## config.mk

```make
export PLATFORM = sky130hd
export DESIGN_NAME = uart_tx_arbiter_flat
export DESIGN_NICKNAME = d
export VERILOG_FILES = /design/src/rtl/uart_tx_arbiter_if.sv /design/src/rtl/uart_tx_arbiter.sv /design/src/flat_wrapper.sv
export SDC_FILE = /design/constraint.sdc
export NUM_CORES = 1
export LEC_CHECK = 0
export CORE_UTILIZATION = 54
export CTS_CLUSTER_SIZE = 24
export DETAILED_ROUTE_END_ITERATION = 16
export PLACE_DENSITY = 0.91
export REMOVE_ABC_BUFFERS = 1
export SETUP_SLACK_MARGIN = 0.05
export SKIP_LAST_GASP = 1
export SLEW_MARGIN = 0
export SYNTH_ARGS = -nofsm -noshare
export SYNTH_HDL_FRONTEND = slang
export SYNTH_SLANG_ARGS = --single-unit
```

## constraint.sdc

```tcl
create_clock -name clk_xtal -period 3.8 [get_ports clk_xtal]
set_input_delay 0.76 -clock clk_xtal [delete_from_list [all_inputs] [get_ports clk_xtal]]
set_output_delay 0.76 -clock clk_xtal [all_outputs]
set_load 0.01 [all_outputs]
```

## src/rtl/uart_tx_arbiter_if.sv

```systemverilog
// Requester-side and UART-side signals of the shared UART transmit arbiter.
// master = requesters/bench, slave = arbiter.
interface uart_tx_arbiter_if #(
  parameter int unsigned NREQ = 4
) ();
  localparam int unsigned BPW = 25;
  localparam int unsigned IDW = 3;

  logic [BPW-1:0]    bit_period;
  logic [NREQ-1:0]   req;
  logic [8*NREQ-1:0] req_data;
  logic [NREQ-1:0]   ack;
  logic              busy;
  logic [IDW-1:0]    grant_id;
  logic              uart_send;
  logic [7:0]        uart_data;

  modport master (
    output bit_period, req, req_data,
    input  ack, busy, grant_id, uart_send, uart_data
  );

  modport slave (
    input  bit_period, req, req_data,
    output ack, busy, grant_id, uart_send, uart_data
  );
endinterface

```

## src/rtl/uart_tx_arbiter.sv

```systemverilog
// Round-robin sharing of one busy-less UART transmitter between NREQ byte
// requesters; each frame is timed locally from a bit-period cycle count.
module uart_tx_arbiter #(
  parameter int unsigned NREQ       = 4,
  parameter int unsigned HOLD_BITS  = 2,
  parameter int unsigned FRAME_BITS = 11
) (
  input  logic              clk_xtal,
  input  logic              rst,
  uart_tx_arbiter_if.slave  bus
);
  localparam int unsigned BPW = 25;
  localparam int unsigned IDW = 3;
  localparam int unsigned BCW = 4;

  typedef enum logic [1:0] {IDLE, HOLD, FRAME, DONE} state_t;

  state_t          state;
  logic [BPW-1:0]  bp;
  logic [BPW-1:0]  cyc;
  logic [BCW-1:0]  bitc;
  logic [IDW-1:0]  last;
  logic [NREQ-1:0] gnt_oh;

  logic            any_c;
  logic [IDW-1:0]  sel_c;
  logic [NREQ-1:0] sel_oh_c;
  logic [7:0]      sel_data_c;
  logic [BPW-1:0]  bp_eff_c;

  // Rotating-priority pick: indices above last first, then wrap to 0..last.
  always_comb begin
    any_c      = 1'b0;
    sel_c      = last;
    sel_oh_c   = '0;
    sel_data_c = '0;
    for (int i = 0; i < int'(NREQ); i++) begin
      if (!any_c && bus.req[i] && (IDW'(i) > last)) begin
        any_c       = 1'b1;
        sel_c       = IDW'(i);
        sel_oh_c[i] = 1'b1;
        sel_data_c  = bus.req_data[8*i +: 8];
      end
    end
    for (int i = 0; i < int'(NREQ); i++) begin
      if (!any_c && bus.req[i] && (IDW'(i) <= last)) begin
        any_c       = 1'b1;
        sel_c       = IDW'(i);
        sel_oh_c[i] = 1'b1;
        sel_data_c  = bus.req_data[8*i +: 8];
      end
    end
  end

  assign bp_eff_c = (bus.bit_period == '0) ? BPW'(1) : bus.bit_period;

  always_ff @(posedge clk_xtal or posedge rst) begin
    if (rst) begin
      state         <= IDLE;
      bp            <= BPW'(1);
      cyc           <= '0;
      bitc          <= '0;
      last          <= IDW'(NREQ - 1);
      gnt_oh        <= '0;
      bus.ack       <= '0;
      bus.busy      <= 1'b0;
      bus.grant_id  <= IDW'(NREQ - 1);
      bus.uart_send <= 1'b0;
      bus.uart_data <= '0;
    end else begin
      case (state)
        IDLE: begin
          if (any_c) begin
            state         <= HOLD;
            bp            <= bp_eff_c;
            cyc           <= bp_eff_c - BPW'(1);
            bitc          <= BCW'(HOLD_BITS - 1);
            last          <= sel_c;
            gnt_oh        <= sel_oh_c;
            bus.grant_id  <= sel_c;
            bus.uart_data <= sel_data_c;
            bus.busy      <= 1'b1;
            bus.uart_send <= 1'b1;
          end
        end
        HOLD: begin
          if (cyc != '0) begin
            cyc <= cyc - BPW'(1);
          end else if (bitc != '0) begin
            cyc  <= bp - BPW'(1);
            bitc <= bitc - BCW'(1);
          end else begin
            state         <= FRAME;
            cyc           <= bp - BPW'(1);
            bitc          <= BCW'(FRAME_BITS - 1);
            bus.uart_send <= 1'b0;
          end
        end
        FRAME: begin
          if (cyc != '0) begin
            cyc <= cyc - BPW'(1);
          end else if (bitc != '0) begin
            cyc  <= bp - BPW'(1);
            bitc <= bitc - BCW'(1);
          end else begin
            state   <= DONE;
            bus.ack <= gnt_oh;
          end
        end
        DONE: begin
          state    <= IDLE;
          bus.ack  <= '0;
          bus.busy <= 1'b0;
        end
        default: state <= IDLE;
      endcase
    end
  end
endmodule

```

## src/flat_wrapper.sv

```systemverilog
// flat-port wrapper written by rule: the top's interface ports become plain ports
module uart_tx_arbiter_flat 
#(
  parameter int unsigned NREQ       = 4,
  parameter int unsigned HOLD_BITS  = 2,
  parameter int unsigned FRAME_BITS = 11
)
  (clk_xtal, rst, bus_bit_period, bus_req, bus_req_data, bus_ack, bus_busy, bus_grant_id, bus_uart_send, bus_uart_data);
  uart_tx_arbiter_if #(.NREQ(NREQ)) bus_i ();
  input  logic clk_xtal;
  input  logic rst;
  input wire logic [$bits(bus_i.bit_period)-1:0] bus_bit_period;
  input wire logic [$bits(bus_i.req)-1:0] bus_req;
  input wire logic [$bits(bus_i.req_data)-1:0] bus_req_data;
  output wire logic [$bits(bus_i.ack)-1:0] bus_ack;
  output wire logic [$bits(bus_i.busy)-1:0] bus_busy;
  output wire logic [$bits(bus_i.grant_id)-1:0] bus_grant_id;
  output wire logic [$bits(bus_i.uart_send)-1:0] bus_uart_send;
  output wire logic [$bits(bus_i.uart_data)-1:0] bus_uart_data;
  assign bus_i.bit_period = bus_bit_period;
  assign bus_i.req = bus_req;
  assign bus_i.req_data = bus_req_data;
  assign bus_ack = bus_i.ack;
  assign bus_busy = bus_i.busy;
  assign bus_grant_id = bus_i.grant_id;
  assign bus_uart_send = bus_i.uart_send;
  assign bus_uart_data = bus_i.uart_data;
  uart_tx_arbiter #(.NREQ(NREQ), .HOLD_BITS(HOLD_BITS), .FRAME_BITS(FRAME_BITS)) u_core (.clk_xtal(clk_xtal), .rst(rst), .bus(bus_i));
endmodule
```

==> flow_summary.yaml, run 1 <==
route:
  wl_mm: 12.6
  viasPerCell: 6.30
  drt_iter0_drc: 334
  drc: 0
  first_pass_iters: 5
  via_count: 4383
  wire_per_inst_um: 18.2
  antenna_left: 0
layout:
  drive_gt1_share_pct: 15.6
  syn2layout_area_growth_pct: 22.0
  design_area_um2: 5800
  layout_common_cells: "clkdlybuf4s50_1 (78), dfrtp_1 (73), nand2_1 (57)"
  n_antenna_cell: 0
  nets: 657
  fillers: 623
  final_common_cell: "clkdlybuf4s50_1"
timing:
  finalSetupViolCount: 0
  slew_violations: 0
  max_slew.worst_pin.slew_ns: 0.924
  finalCritPeriodShare_pct: 90.9
  finalSetupTns_ns: 0
  rsz0062_at_grt: "false"
  fmax_ghz: 0.289
  skew_ns: 0.00902
  final_hold_viol_count: 0
  min_period_ns: 3.46
  slew_headroom_pct: 38.1
floorplan:
  die_y_um: 95.8
  start_util_pct: 56.7
  core_um2: 8380
  pin_count: 80
  die_x_um: 95.8
  num_rows: 33
  die_area_um2: 9180
logic_synthesis:
  synth_top_family_by_area: "simple AND/OR/NAND/NOR gates"
  syn_area_per_cell_um2: 9.27
  synth-main-ff-cell: "dfrtp_1"
  synthTopCellsByArea: "dfrtp_1 (38%), mux2_2 (7.8%), a21oi_1 (4.6%)"
  synth_xor_area_share_pct: 2.95
  synth_compound_area_share_pct: 20.3
  ys_seq_area_share_pct: 40.1
  synth_edf_count: 0
  synth.area.mux_share_pct: 8.87
  ys_ff_latch: 76
  synth_largest_area_cell: "dfrtp_1"
  yosys.area_share.simple_pct: 20.9
  ys_warn_count: 0
  synth_top_area_share_pct: 38.4
  syn-cell-area_um2: 4750
  synth_cell_types: 71
  synthAdderAreaFrac_pct: 2.11
  ys_async_sr_fraction_pct: 100
  synth_cells: 513
clock_tree:
  cts_tree: "done"
  clock_path_buffers: 2
  numCtsBuffers: 9
  clk_latency_ns: 0.36
  post_cts_buffers: 0
  cts_root_buf: "clkbuf_8"
  hold_buffers: 0
  clock-sinks: 76
  htreeDepth: 3
  cts_resized: 0
  clk_pin_slew_ns: 0.08
place:
  placed_area_um2: 5600
  gp_routability_congestion: 0.925
  hpwl_mm: 9.09
  portBuffers: 78
grt:
  grt_usage_pct: 29.0
  antenna_found_initial: 0
  grt_pass1_vias: 4360
  grt_pass1_wl_mm: 20.3
  grt_overflow: 0
  grt_start_max_net_pins: 43
worst_setup_path:
  critPathLaunchType: "flip-flop"
  required_ns: 4.03
  end_kind: "flip-flop"
  critPathKind: "reg2reg"
  arrival_ns: 3.68
  cp_max_fo: 21
  r2r_cells: 10
worst_hold_path:
  hp-class: "reg2reg"
  hold_depth: 1
pwr:
  ir_worst_vdd_mv: 0.474
  p_leak_nw: 2.38
  power-per-cell-area_nw_per_um2: 859
outcome:
  status: "completed"
job:
  drv_cap: 0
## final cells by class
cell class	count	area (um2)	share of cell area [%]
multi-input combinational	396	2630	45.3
inverter	13	48.8	0.841
timing repair buffer	90	883	15.2
tap	105	131	2.27
sequential	76	1910	32.9
clock inverter	4	47.5	0.820
clock buffer	12	155	2.68
## cells by family (layout without fill, tap and decap cells)
group,after synthesis,after routing
AO/OA/AOI/OAI,148,148
multiplexers,38,38
XOR/XNOR,16,16
AND/OR/NAND/NOR,185,185
other,1,1
flip-flops,76,76
buffers and inverters,41,119
adder cells (fa/ha/maj),8,8
## report_power, final
group          switching [mW]  leakage, nW  total (mW)  internal, mW
registers               0.334        0.910        1.55          1.22
clock network           0.303        0.102       0.640         0.337
logic                    1.53         1.37        2.79          1.26
## per-stage QoR
stage	cells	hold slack [ns]	setup WS [ns]	total power [mW]	utilization, %
after detailed placement	680	0.464	0.233	4.29	66.8
final	696	0.478	0.345	4.98	69.2
after floorplan	485	0.450	-0.0312	3.44	-
after global routing	696	0.486	0.198	5.30	69.2
after CTS	696	0.481	0.411	4.94	69.2
after global placement	680	0.458	0.400	4.11	66.8
## worst max-delay path: stages (launching register included)
cell      delay [ns]
dfrtp_1         0.40
inv_1           0.10
ha_2            0.52
buf_4           0.31
mux2_2          0.39
nor3_1          0.39
o211ai_2        0.22
nor4b_4         0.46
nand2_1         0.11
a221oi_1        0.31
a21oi_1         0.10
## registers in the layout (all words and copies together), names as in the netlist
register,cells
u_core.bus.ack,4
u_core.cyc,25
u_core.bp,25
u_core.state,2
u_core.bitc,4
u_core.gnt_oh,4
u_core.bus.uart_data,8
u_core.bus.busy,1
u_core.bus.uart_send,1
u_core.last,2
## synthesized netlist by cell type (10+ instances only)
library cell and n:
dfrtp_1 73, nand2_1 58, nor2_1 48, a21oi_1 44
mux2_2 33, o21ai_0 26, nor3_1 19, clkbuf_1 16
inv_1 13, a21o_1 11, xnor2_1 11, nor4_1 10
## worst paths after layout
| kind | from | endpoint | slack (ns) |
|---|---|---|---|
| worst max-delay path | u_core.state[1] | u_core.cyc[18] | 0.34 |
| worst min register to register | u_core.bus.uart_data[7] | u_core.bus.uart_data[7] | 0.48 |
| min in group asynchronous | rst | u_core.cyc[16] | 0.81 |
| worst max register to register | u_core.state[1] | u_core.cyc[18] | 0.34 |
| worst min-delay path | u_core.bus.uart_data[7] | u_core.bus.uart_data[7] | 0.48 |
| max in group asynchronous | rst | u_core.cyc[19] | 2.18 |
## routing by layer
| metal | up-vias | global-route usage [%] | routed length, um | part of all wire (%) |
|---|---|---|---|---|
| met5 | - | 0 | 0 | 0 |
| met4 | 0 | 13.3 | 432 | 3.4 |
| met3 | 46 | 7.19 | 1190 | 9.4 |
| met2 | 230 | 50.8 | 6200 | 49 |
| met1 | 2093 | 33.3 | 4820 | 38 |
| li1 | 2014 | - | - | - |
Note: power is estimated with default switching activity, not from simulation.
==> run 2, diff against run 1 <==
ABC_AREA = 1   (was default)
CORE_UTILIZATION = 40   (was 54)
DONT_BUFFER_PORTS = 1   (was default)
PLACE_DENSITY = 0.64   (was 0.91)
==> flow_summary.yaml, run 2 <==
layout:
  post-route-util_pct: 44.8
  top_regs: "u_core.bp x25, u_core.cyc x25, u_core.bus.uart_data x8"
  drive_gt1_share_pct: 6.93
  n_antenna_cell: 0
  design_area_um2: 5430
  layout_common_cells: "nand2_1 (254), nor2_1 (83), inv_1 (82)"
  syn2layout_area_growth_pct: 8.75
  fin_cells: 918
  nets: 816
  final_common_cell: "nand2_1"
route:
  antenna_left: 0
  viasPerCell: 5.06
  drt_iter0_drc: 271
  via_count: 4642
  drc: 0
  first_pass_iters: 5
  wl_mm: 12.8
  wire_per_inst_um: 14.0
worst_setup_path:
  reg2reg_slack_ns: 0.80
  required_ns: 4.02
  reg2reg_to: "u_core.cyc[10]"
  end_kind: "flip-flop"
  critPathKind: "reg2reg"
  crit_path_cell_trace: "inv_1 -> ha_1 -> inv_2 -> nand3_1 -> nand2_1 -> ha_1 -> nand3_1 -> nor2_1 -> nand4_1 -> nand3_1 -> o21ai_0"
  critPathLaunchType: "flip-flop"
  arrival_ns: 3.22
  cp_max_fo: 50
  slowest_stage: "inv_2"
  r2r-start: "u_core.state[0]"
  r2r_cells: 11
  worst_path_largest_cell_delay_ns: 0.62
  crit_path_frequent_cell: "nand3_1"
floorplan:
  die_y_um: 114
  die_area_um2: 12900
  core_um2: 12100
  start_util_pct: 41.2
  num_rows: 40
  pin_count: 80
  die_x_um: 114
place:
  pre_cts_slack_ns: 0.816
  portBuffers: 0
  post-place-cells: 902
  gp_routability_congestion: 0.875
  placed_area_um2: 5090
  hpwl_mm: 9.55
clock_tree:
  post_cts_buffers: 0
  clk_pin_slew_ns: 0.06
  cts_tree: "done"
  clock-sinks: 76
  cts_root_buf: "clkbuf_16"
  clock_path_buffers: 2
  cts_resized: 0
  hold_buffers: 0
  clk_latency_ns: 0.34
  numCtsBuffers: 9
  htreeDepth: 3
logic_synthesis:
  synth-main-ff-cell: "dfrtp_1"
  synth_largest_area_cell: "dfrtp_1"
  syn_area_per_cell_um2: 6.65
  ys_seq_area_share_pct: 38.2
  synth_cells: 750
  ys_warn_count: 0
  ys_ff_latch: 76
  synthTopCellsByCount: "nand2_1 (254), inv_1 (83), nor2_1 (83), dfrtp_1 (73), o21ai_0 (61)"
  syn-cell-area_um2: 4990
  synth_most_common_cell: "nand2_1"
  synth_edf_count: 0
  synth_top_area_share_pct: 36.6
  synth_cell_types: 34
  synthTopCellsByArea: "dfrtp_1 (37%), nand2_1 (19%), inv_1 (6.2%)"
  ys_async_sr_fraction_pct: 100
worst_hold_path:
  hold_depth: 2
  hp-class: "reg2reg"
  hold_path_end: "u_core.bp[17]"
  holdCritStartpoint: "u_core.bp[17]"
timing:
  finalSetupTns_ns: 0
  finalCritPeriodShare_pct: 79.0
  max_slew.worst_pin.slew_ns: 1.04
  min_period_ns: 3.00
  skew_ns: 0.00582
  slew_headroom_pct: 30.5
  slew_violations: 0
  finalSetupViolCount: 0
  fmax_ghz: 0.333
  final_hold_viol_count: 0
  rsz0062_at_grt: "false"
  fin_ws_ns: 0.800
  hold-worst-slack_ns: 0.483
pwr:
  power-per-cell-area_nw_per_um2: 338
  ir_worst_vdd_mv: 0.224
  p_total_mw: 1.84
  p_leak_nw: 2.80
grt:
  grt_usage_pct: 21.1
  antenna_found_initial: 0
  grt_start_max_net_pins: 63
  grt_pass1_vias: 4499
  grt_pass1_wl_mm: 21.5
  grt_overflow: 0
outcome:
  status: "completed"
job:
  drv_cap: 0
==> run 2: cell types whose count changed after synthesis, moves of 33 or more <==
cell / change
nand3_1: +50
nand2_1: +196
nor2_1: +35
o21ai_0: +35
mux2_2: -33
inv_1: +70
==> run 2: power breakdown <==
part / switching, mW / internal [mW] / total, mW
logic: 0.0458 / 0.0161 / 0.0619
clock network: 0.366 / 0.600 / 0.966
registers: 0 / 0.809 / 0.809
total: 0.412 / 1.43 / 1.84
==> run 2: worst max path at each step <==
stage / startpoint / endpoint / cells after the start
detailed placement: u_core.state[0] / u_core.cyc[10] / 11
global route: u_core.state[1] / u_core.cyc[10] / 11
floorplan: rst / u_core.bitc[0] / 1
finish: u_core.state[0] / u_core.cyc[10] / 11
CTS: u_core.state[0] / u_core.cyc[10] / 11
global placement: u_core.state[0] / u_core.cyc[10] / 11
==> run 2: critical path: cells and delay by family, from the launching register on <==
family | cells | cell delay, ns
simple gates | 6 | 1.00
buf+inv | 2 | 0.72
fa+ha+maj | 2 | 0.69
flops | 1 | 0.39
compound gates | 1 | 0.08
==> run 2: layout make-up <==
class,instances,area [um2]
Timing Repair Buffer,3,22.5
Sequential cell,76,1910
Tap cell,168,210
Inverter,91,343
Clock inverter,6,93.8
Multi-Input combinational cell,564,2610
Clock buffer,10,239
Fill cell,1285,6680
==> run 2: cell families (layout without fill, tap and decap cells) <==
| kind of cell | count (synthesis) | count (layout) | synth area share (%) |
|---|---|---|---|
| other | 1 | 1 | 0.0751 |
| XOR/XNOR | 8 | 8 | 1.40 |
| buffers and inverters | 110 | 110 | 9.45 |
| AO/OA/AOI/OAI | 113 | 113 | 11.7 |
| adder cells (fa/ha/maj) | 8 | 8 | 2.01 |
| flip-flops | 76 | 76 | 38.2 |
| AND/OR/NAND/NOR | 434 | 434 | 37.2 |
==> run 2: metal layers <==
layer / track usage, % / up-vias / wire length [um]
met2: 33.4 / 124 / 5810
met3: 5.47 / 16 / 834
met4: 6.14 / 0 / 175
met1: 28.4 / 2134 / 6010
li1: - / 2368 / -
met5: 0 / - / 0
